--- config.mk ---
export PLATFORM = sky130hd
export DESIGN_NAME = sample_feeder
export DESIGN_NICKNAME = d
export VERILOG_FILES = /design/src/rtl/sample_feeder_pkg.sv /design/src/rtl/sample_feeder_ram.sv /design/src/rtl/sample_feeder.sv
export SDC_FILE = /design/constraint.sdc
export NUM_CORES = 1
export LEC_CHECK = 0
export ABC_AREA = 1
export CAP_MARGIN = 15
export CORE_ASPECT_RATIO = 0.75
export CORE_MARGIN = 2
export CORE_UTILIZATION = 43
export DETAILED_ROUTE_END_ITERATION = 10
export PLACE_DENSITY_LB_ADDON = 0.15
export SYNTH_ARGS = -nofsm -noshare
export SYNTH_HDL_FRONTEND = slang
export SYNTH_HIERARCHICAL = 1
export SYNTH_SLANG_ARGS = --single-unit
--- constraint.sdc ---
create_clock -name clk -period 5.7 [get_ports clk]
set_clock_uncertainty 0.1 [all_clocks]
set_input_delay 1.14 -clock clk [delete_from_list [all_inputs] [get_ports clk]]
set_output_delay 1.14 -clock clk [all_outputs]
set_load 0.01 [all_outputs]
--- src/rtl/sample_feeder_pkg.sv ---
// Shared sizing defaults and fetch FSM encoding for the sample feeder and
// the neuron datapath that consumes its samples.
package sample_feeder_pkg;

  localparam int SF_DATA_W = 8;
  localparam int SF_DEPTH  = 16;
  localparam int SF_ADDR_W = 4;

  typedef enum logic [1:0] {
    IDLE    = 2'd0,
    READ    = 2'd1,
    VALID   = 2'd2,
    WAITLOW = 2'd3
  } state_t;

endpackage

--- src/rtl/sample_feeder_ram.sv ---
// Sample storage: DEPTH words of {x1, x2, t}, one write port and one
// synchronous read-first read port whose output register holds until re_i.
module sample_ram #(
  parameter int DATA_W = 8,
  parameter int DEPTH  = 16,
  parameter int ADDR_W = 4
) (
  input  logic                  clk_i,
  input  logic                  rst_i,
  input  logic                  we_i,
  input  logic [ADDR_W-1:0]     waddr_i,
  input  logic [3*DATA_W-1:0]   wdata_i,
  input  logic                  re_i,
  input  logic [ADDR_W-1:0]     raddr_i,
  output logic [3*DATA_W-1:0]   rdata_o
);

  logic [3*DATA_W-1:0] mem [DEPTH];
  logic [3*DATA_W-1:0] rdata_q;

  // NOTE: the array has no reset branch on purpose; clearing it would turn
  // it into a flop bank and training data must survive a reset anyway.
  always_ff @(posedge clk_i) begin
    if (we_i) mem[waddr_i] <= wdata_i;
  end

  // NOTE: non-blocking assignment means a same-edge write to raddr_i is not
  // yet visible here, which gives the required read-first behaviour.
  always_ff @(posedge clk_i) begin
    if (rst_i)     rdata_q <= '0;
    else if (re_i) rdata_q <= mem[raddr_i];
  end

  assign rdata_o = rdata_q;

endmodule

--- src/rtl/sample_feeder.sv ---
// Hands one training sample per request handshake to the neuron controller,
// walking the active sample window and counting completed epochs.
module sample_feeder
  import sample_feeder_pkg::*;
#(
  parameter int DATA_W = SF_DATA_W,
  parameter int DEPTH  = SF_DEPTH,
  parameter int ADDR_W = SF_ADDR_W
) (
  input  logic                     clk,
  input  logic                     rst,
  input  logic                     wrEn,
  input  logic [ADDR_W-1:0]        wrAddr,
  input  logic signed [DATA_W-1:0] wrX1,
  input  logic signed [DATA_W-1:0] wrX2,
  input  logic signed [DATA_W-1:0] wrT,
  input  logic [ADDR_W:0]          numSamples,
  input  logic                     rewind,
  input  logic                     requestFlag,
  output logic                     dataReady,
  output logic signed [DATA_W-1:0] x1,
  output logic signed [DATA_W-1:0] x2,
  output logic signed [DATA_W-1:0] t,
  output logic                     flagEOF,
  output logic [ADDR_W-1:0]        sampleIdx,
  output logic [7:0]               epochCnt,
  output logic                     busy
);

  localparam logic [ADDR_W:0] DEPTH_L = (ADDR_W+1)'(DEPTH);

  state_t              state_q, state_d;
  logic [ADDR_W:0]     num_q;
  logic [ADDR_W:0]     eff_n;
  logic [ADDR_W-1:0]   idx_q;
  logic                flag_q;
  logic [7:0]          epoch_q;
  logic                fetch_go;
  logic                at_last;
  logic [3*DATA_W-1:0] rdata;

  // A zero or oversized count means "use every slot".
  assign eff_n    = (num_q == '0 || num_q > DEPTH_L) ? DEPTH_L : num_q;
  assign at_last  = ({1'b0, idx_q} == eff_n - (ADDR_W+1)'(1));
  assign fetch_go = (state_q == READ) && !rewind;

  // NOTE: every output of this block gets a default first, so no path through
  // the case statement can leave state_d unassigned and infer a latch.
  always_comb begin
    state_d = state_q;
    unique case (state_q)
      IDLE:    if (requestFlag) state_d = READ;
      READ:    state_d = VALID;
      VALID:   state_d = WAITLOW;
      WAITLOW: if (!requestFlag) state_d = IDLE;
      default: state_d = IDLE;
    endcase
    if (rewind) state_d = IDLE;
  end

  always_ff @(posedge clk) begin
    if (rst) begin
      state_q <= IDLE;
      num_q   <= numSamples;
      idx_q   <= '0;
      flag_q  <= 1'b0;
      epoch_q <= '0;
    end else begin
      state_q <= state_d;
      if (rewind) begin
        num_q  <= numSamples;
        idx_q  <= '0;
        flag_q <= 1'b0;
      end else if (state_q == READ) begin
        // Sample bookkeeping lands together with the data entering VALID.
        flag_q <= at_last;
        idx_q  <= at_last ? '0 : idx_q + ADDR_W'(1);
        if (at_last && epoch_q != 8'hFF) epoch_q <= epoch_q + 8'd1;
      end
    end
  end

  sample_ram #(
    .DATA_W (DATA_W),
    .DEPTH  (DEPTH),
    .ADDR_W (ADDR_W)
  ) u_ram (
    .clk_i   (clk),
    .rst_i   (rst),
    .we_i    (wrEn && !rst),
    .waddr_i (wrAddr),
    .wdata_i ({wrX1, wrX2, wrT}),
    .re_i    (fetch_go),
    .raddr_i (idx_q),
    .rdata_o (rdata)
  );

  assign x1        = rdata[3*DATA_W-1:2*DATA_W];
  assign x2        = rdata[2*DATA_W-1:DATA_W];
  assign t         = rdata[DATA_W-1:0];
  assign dataReady = (state_q == VALID);
  assign busy      = (state_q != IDLE);
  assign flagEOF   = flag_q;
  assign sampleIdx = idx_q;
  assign epochCnt  = epoch_q;

endmodule

==> impl_results.md, run 1 <==
- CTS tree: yes
- Vias in the first global route: 10700
- #FFs+latches synth: between 400 and 500
- Register area: about 12000 µm²
- Synthesized cell area: between 15000 and 20000 µm²
- CTS Hold Bufs: 0
- Critical Path Fanout Max: 24
- Total global routing overflow: 0
- Gate power share: 0.043
- Die width: about 240 µm
- Setup TNS Final: 0 ps
- FP Rows: 63
- N_diodes: 0
- Via/cell ratio: 5.26
- Internal Dissipation: roughly 5.4 mW
- Util after Layout: 0.507
- Worst skew pair latency: between 500 and 600 ps
- Required @ worst endpoint: between 5000 and 6000 ps
- Via count: 11400
- Critical path class: in2reg
- Worst vdd ir: 0.271 mV
- Gr usage total: 0.209
- Clk sinks: roughly 430
- Num CTS Buffers: 42
- Residual DRC count: 0
- Yosys warns: 6
- First-pass GRT wire length: 66200 µm
- Crit. End Element: flop
- Number of setup buffers added after CTS: 0
- Number of H-tree levels: 2
- Maximum Capacitance Violations: 0
- Slowest-stage cell, CP: nor2_4
- Violation count after the first detailed-route iteration: roughly 1000
- Clock share of power: 0.444
- Highest clock rate: ~0.31 GHz
- Starting Density: 0.439
- Post-synth EDFFs: between 300 and 400
- Clock buffer depth: 3
- Clk Tree Root Cell: clkbuf_16
- Share of layout cells above drive strength 1: 0.0683
- RSZ-0062 raised after global routing: no
- Top_reg_cell synth: edfxtp_1
- Register area share after synthesis: 0.713
- Largest net degree at the start of global routing: between 150 and 200
- Worst-margin pin slew: 1130 ps
- GP Congestion: 0.777
- Hold Path Class: reg2reg
- Fillers: about 3500
- Switch Pwr: about 1.4 mW
- Clock transition at path regs: ~60 ps
- Critical Path AT: 3280 ps
- Final Max Slew Viols: 0
- Slew margin rel.: 0.247
- Syn Inst Count: approximately 1600
- Port Buf Inserts: 76
- Pwr/cell area: around 340 nW/µm²
- Hold Path Origin: flagEOF
- Die H: ~180 µm
- # setup viols final: 0
- I/O pin count: 77
- Period utilization: 0.564
- DR pass1 iterations: 5
- Final hold violation count: 0
- Syn avg cell area: between 10 and 15 µm²
- FF-to-FF Start: sampleIdx[1]
- Post_cts resized: 0
- Core region area: between 30000 and 40000 µm²
- Antenna viol nets, final: 0
- Initial antenna violation count: 0
- Min Tclk post-route: 3210 ps
- Die Footprint: ~42000 µm²
- CP Launch Point: wrEn
- Reg-to-reg slack, setup: around 2900 ps
- Async set or reset register ratio after synthesis: 0
- CP Cell Sequence: clkdlybuf4s50_1, inv_1, nor2_1, nand3b_1, nor2_4
- Tot Pwr: about 6.8 mW
- Startpoint type of the worst setup path: input port
- Post-Syn Nets: 1612
- P&R area growth vs syn: 15.5%
- Multi-input gate area: roughly 4500 µm²
- Status: complete, no violations
- Sw Share: 0.201
- # nets final: around 1700
- Library cells used by synthesis: 31
- Post-detail-place hpwl: between 20000 and 25000 µm
- Seq pwr share: 0.513
- Routed WL per cell: a little over 20 µm
- Slowest Stage Delay on Critical Path: slightly above 800 ps
- Total routed wirelength: 44000 µm
- Leakage: 7.29 nW
-- cell usage after synthesis (2+ instances only) --
cell type,n,share of area
nor2_2,3,0.0011
buf_6,2,0.0013
buf_4,9,0.0039
ha_1,9,0.0064
nand4_1,13,0.0047
buf_2,49,0.014
buf_1,10,0.0021
xor2_1,4,0.0020
nor2_1,70,0.015
nand3b_1,2,0.00086
xnor2_1,3,0.0015
inv_2,6,0.0013
edfxtp_1,389,0.67
nand2_2,5,0.0018
dfxtp_1,39,0.045
a21oi_1,11,0.0031
nand2_1,544,0.12
inv_1,44,0.0094
o21ai_0,2,0.00057
nand3_1,323,0.092
clkbuf_1,18,0.0039
-- cells by family (layout without fill, tap and decap cells) --
logic type | Yosys count | after routing | share of synthesized area
and+or+nand+nor | 964 | 964 | 0.235
DFF | 428 | 428 | 0.713
buffers and inverters | 140 | 214 | 0.0370
AOI/OAI and AO/OA | 17 | 17 | 0.00537
adders and majority gates | 9 | 9 | 0.00644
xor gates and xnor gates | 7 | 7 | 0.00351
-- layout make-up --
type,count,share of cell area
Inverter,51,0.00979
Clock inverter,12,0.0118
Tap cell,520,0.0322
Clock buffer,66,0.0636
Sequential cell,428,0.617
Multi-Input combinational cell,997,0.223
Timing Repair Buffer,85,0.0420
-- cell usage in the layout, fill, tap and decap left out, types with 3 or more instances in the layout --
| cell | Yosys | routed |
|---|---|---|
| a21oi_1 | 11 | 11 |
| buf_4 | 9 | 7 |
| bufinv_16 | 0 | 7 |
| clkbuf_1 | 18 | 13 |
| clkbuf_16 | 0 | 45 |
| clkbuf_8 | 0 | 8 |
| clkdlybuf4s50_1 | 0 | 75 |
| clkinv_2 | 0 | 3 |
| dfxtp_1 | 39 | 36 |
| edfxtp_1 | 389 | 389 |
| ha_1 | 9 | 9 |
| inv_1 | 44 | 43 |
| inv_2 | 6 | 5 |
| nand2_1 | 544 | 544 |
| nand2_2 | 5 | 5 |
| nand3_1 | 323 | 323 |
| nand4_1 | 13 | 13 |
| nor2_1 | 70 | 54 |
| nor2_4 | 1 | 18 |
| xnor2_1 | 3 | 3 |
| xor2_1 | 4 | 4 |
-- power by group through the flow --
| stage | Clock (mW) | Combinational, mW | Sequential, mW |
|---|---|---|---|
| 6_report | 3.02 | 0.295 | 3.49 |
| 4_1_cts | 3.07 | 0.298 | 3.49 |
| 3_5_place_dp | 0 | 0.297 | 3.55 |
| 2_1_floorplan | 0 | 0.146 | 3.55 |
| 5_1_grt | 3.19 | 0.328 | 3.49 |
| 3_3_place_gp | 0 | 0.291 | 3.55 |
-- metrics by stage --
stage / instances / cell area (µm²) / worst slack, ps / hold WS [ps]
2_1_floorplan: 1565 / 17500 / 2470 / 400
3_3_place_gp: 2081 / 18700 / 2000 / 377
3_5_place_dp: 2081 / 18700 / 1960 / 371
4_1_cts: 2159 / 20200 / 2530 / 387
5_1_grt: 2159 / 20200 / 2410 / 426
6_report: 2159 / 20200 / 2490 / 385
-- routing by layer --
layer,GRT usage,vias to the layer above,routed length (µm)
met2,0.316,322,19300
met4,0.0546,0,849
met3,0.0297,48,2760
met5,0,-,0
li1,-,5475,-
met1,0.317,5509,21100
-- final timing paths --
| check | cells after the start | to |
|---|---|---|
| worst min-delay path | 2 | flagEOF |
| worst max register to register | 9 | u_ram/rdata_o[19] |
| worst min register to register | 2 | flagEOF |
| worst max-delay path | 5 | u_ram/mem[6][14] |
-- flip-flops by register name, summed over array words and instances (netlist names) --
| signal | count |
|---|---|
| u_ram/mem | 384 |
| flagEOF | 1 |
| u_ram/rdata_o | 24 |
| num_q | 5 |
| state_q | 2 |
| epochCnt | 8 |
| sampleIdx | 4 |
-- critical path: cells and delay by family --
| family | cells | cell delay, ps |
|---|---|---|
| buffers and inverters | 2 | 490 |
| and+or+nand+nor | 3 | 1630 |
Power figures use the tool's default switching activity.
==> run 2, diff against run 1 <==
==> constraint.sdc (replaced) <==
create_clock -name clk -period 2.78 [get_ports clk]
set_clock_uncertainty 0.1 [all_clocks]
set_input_delay 0.556 -clock clk [delete_from_list [all_inputs] [get_ports clk]]
set_output_delay 0.556 -clock clk [all_outputs]
set_load 0.01 [all_outputs]
==> run 2 against run 1 <==
Combinational power up 120%. Wire length up 2.5%. Count of clock-buffer cells in the layout down 15. Via count up 3.2%. Total power up 97%. Die area unchanged. Highest routed layer unchanged. Register-to-register slack worse by 2700 ps.
==> impl_results.md, run 2 (synthesis gave the netlist of run 1 again) <==
- Starting Density: 0.439
- Post-detail-place hpwl: about 26000 µm
- P&R area growth vs syn: 18.4%
- RSZ-0062 raised after global routing: no
- Routed WL per cell: 20.5 µm
- Antenna viol nets, final: 0
- Maximum Capacitance Violations: 0
- Status: complete, no violations
- Reg-to-reg slack, setup: 190 ps
- Clk sinks: 428
- FP Rows: 63
- Post-DP Area: 19300 µm²
- Share of layout cells above drive strength 1: 0.0931
- CP Capture Point: sampleIdx[0]
- Die H: 179 µm
- Crit. End Element: primary output
- Worst skew pair latency: ~550 ps
- Port Buf Inserts: between 70 and 80
- Critical Path Fanout Max: 26
- Initial antenna violation count: 0
- Slowest-stage cell, CP: clkdlybuf4s50_1
- Biggest register: u_ram/mem
- Worst Reg-to-Reg Cells: 14
- Fillers: around 3500
- Largest register FFs: 384
- Highest clock rate: around 0.38 GHz
- GP Congestion: 0.848
- Violation count after the first detailed-route iteration: about 1000
- Die Footprint: between 40000 and 50000 µm²
- Worst-margin pin slew: ~1200 ps
- Post_cts resized: 0
- Clk Tree Root Cell: clkbuf_16
- Clock buffer depth: 3
- Total routed wirelength: 45200 µm
- I/O pin count: 77
- CP Launch Point: sampleIdx[0]
- Via/cell ratio: around 5.3
- CTS tree: yes
- Pwr/cell area: about 650 nW/µm²
- # setup viols final: 0
- Min Tclk post-route: 2600 ps
- Worst vdd ir: about 0.54 mV
- Num CTS Buffers: 43
- Startpoint type of the worst setup path: flop
- Gr usage total: 0.219
- CP Cell Sequence: buf_4, clkdlybuf4s50_1
- Number of setup buffers added after CTS: 0
- Post-layout instance area: around 21000 µm²
- Number of H-tree levels: 2
- DR pass1 iterations: 5
- Period utilization: 0.936
- Required @ worst endpoint: between 2000 and 2500 ps
- Most frequent cells in the layout: nand2_1 (544), edfxtp_1 (389), nand3_1 (323)
- Critical path class: reg2out
- Core region area: around 40000 µm²
- CTS Hold Bufs: 0
- Commonest non-fill, non-tap cell in the layout: nand2_1
- Final hold violation count: 0
- Hold Path Class: in2reg
- First-pass GRT wire length: between 60000 and 70000 µm
- Total global routing overflow: 0
- Largest net degree at the start of global routing: 97
- Residual DRC count: 0
- Leakage: around 7.5 nW
- Clock transition at path regs: 60 ps
- Final Max Slew Viols: 0
- Vias in the first global route: 11300
- Slowest Stage Delay on Critical Path: about 600 ps
- Setup TNS Final: 0 ps
- FF-to-FF Start: num_q[0]
- Via count: ~12000
- N_diodes: 0
- RR Endpoint: epochCnt[6]
- Slew margin rel.: 0.199
- Critical Path AT: about 2000 ps
- Die width: 237 µm
- # nets final: approximately 1700
==> run 2: metal layers <==
metal | routed length (µm) | track usage | vias to the layer above
li1 | - | - | 5569
met1 | 21100 | 0.320 | 5755
met2 | 20300 | 0.340 | 337
met3 | 2830 | 0.0396 | 59
met4 | 894 | 0.0580 | 0
met5 | 0 | 0 | -
==> run 2: area by class of cell <==
class	instances	area (µm²)	area share
multi-input combinational	997	4500	0.218
timing repair buffer	133	1520	0.0735
tap	520	651	0.0314
clock inverter	27	204	0.00985
clock buffer	51	1150	0.0555
inverter	51	198	0.00955
sequential	428	12500	0.603
==> run 2: worst max-delay path: cells and delay by family, from the launching register on <==
kind                   cells  cell delay, ps
buffers and inverters      2             930
DFF                        1             460
==> run 2: how the worst min path moves through the flow <==
stage / startpoint / endpoint / slack (ps) / cells past startpoint
after floorplan: flagEOF / flagEOF / 400 / 2
after global placement: flagEOF / flagEOF / 390 / 2
after detailed placement: flagEOF / flagEOF / 390 / 2
after CTS: rst / u_ram/rdata_o[1] / 370 / 4
after global routing: rst / u_ram/rdata_o[9] / 380 / 4
final: rst / u_ram/rdata_o[1] / 370 / 4
==> run 2: per-stage QoR <==
step	cells	utilization	hold WS, ps	setup slack, ps	total power, mW
after global placement	2128	0.485	385	226	7.92
after CTS	2206	0.519	369	103	13.5
after detailed placement	2128	0.485	394	113	7.93
final	2207	0.520	366	178	13.4
after floorplan	1565	-	400	137	7.59
after global routing	2207	0.520	381	11.0	13.9
==> run 2: power by group <==
group,internal (mW),total [mW],switching [mW]
clock network,3.22,5.61,2.39
logic,0.222,0.651,0.429
registers,7.11,7.14,0.0337
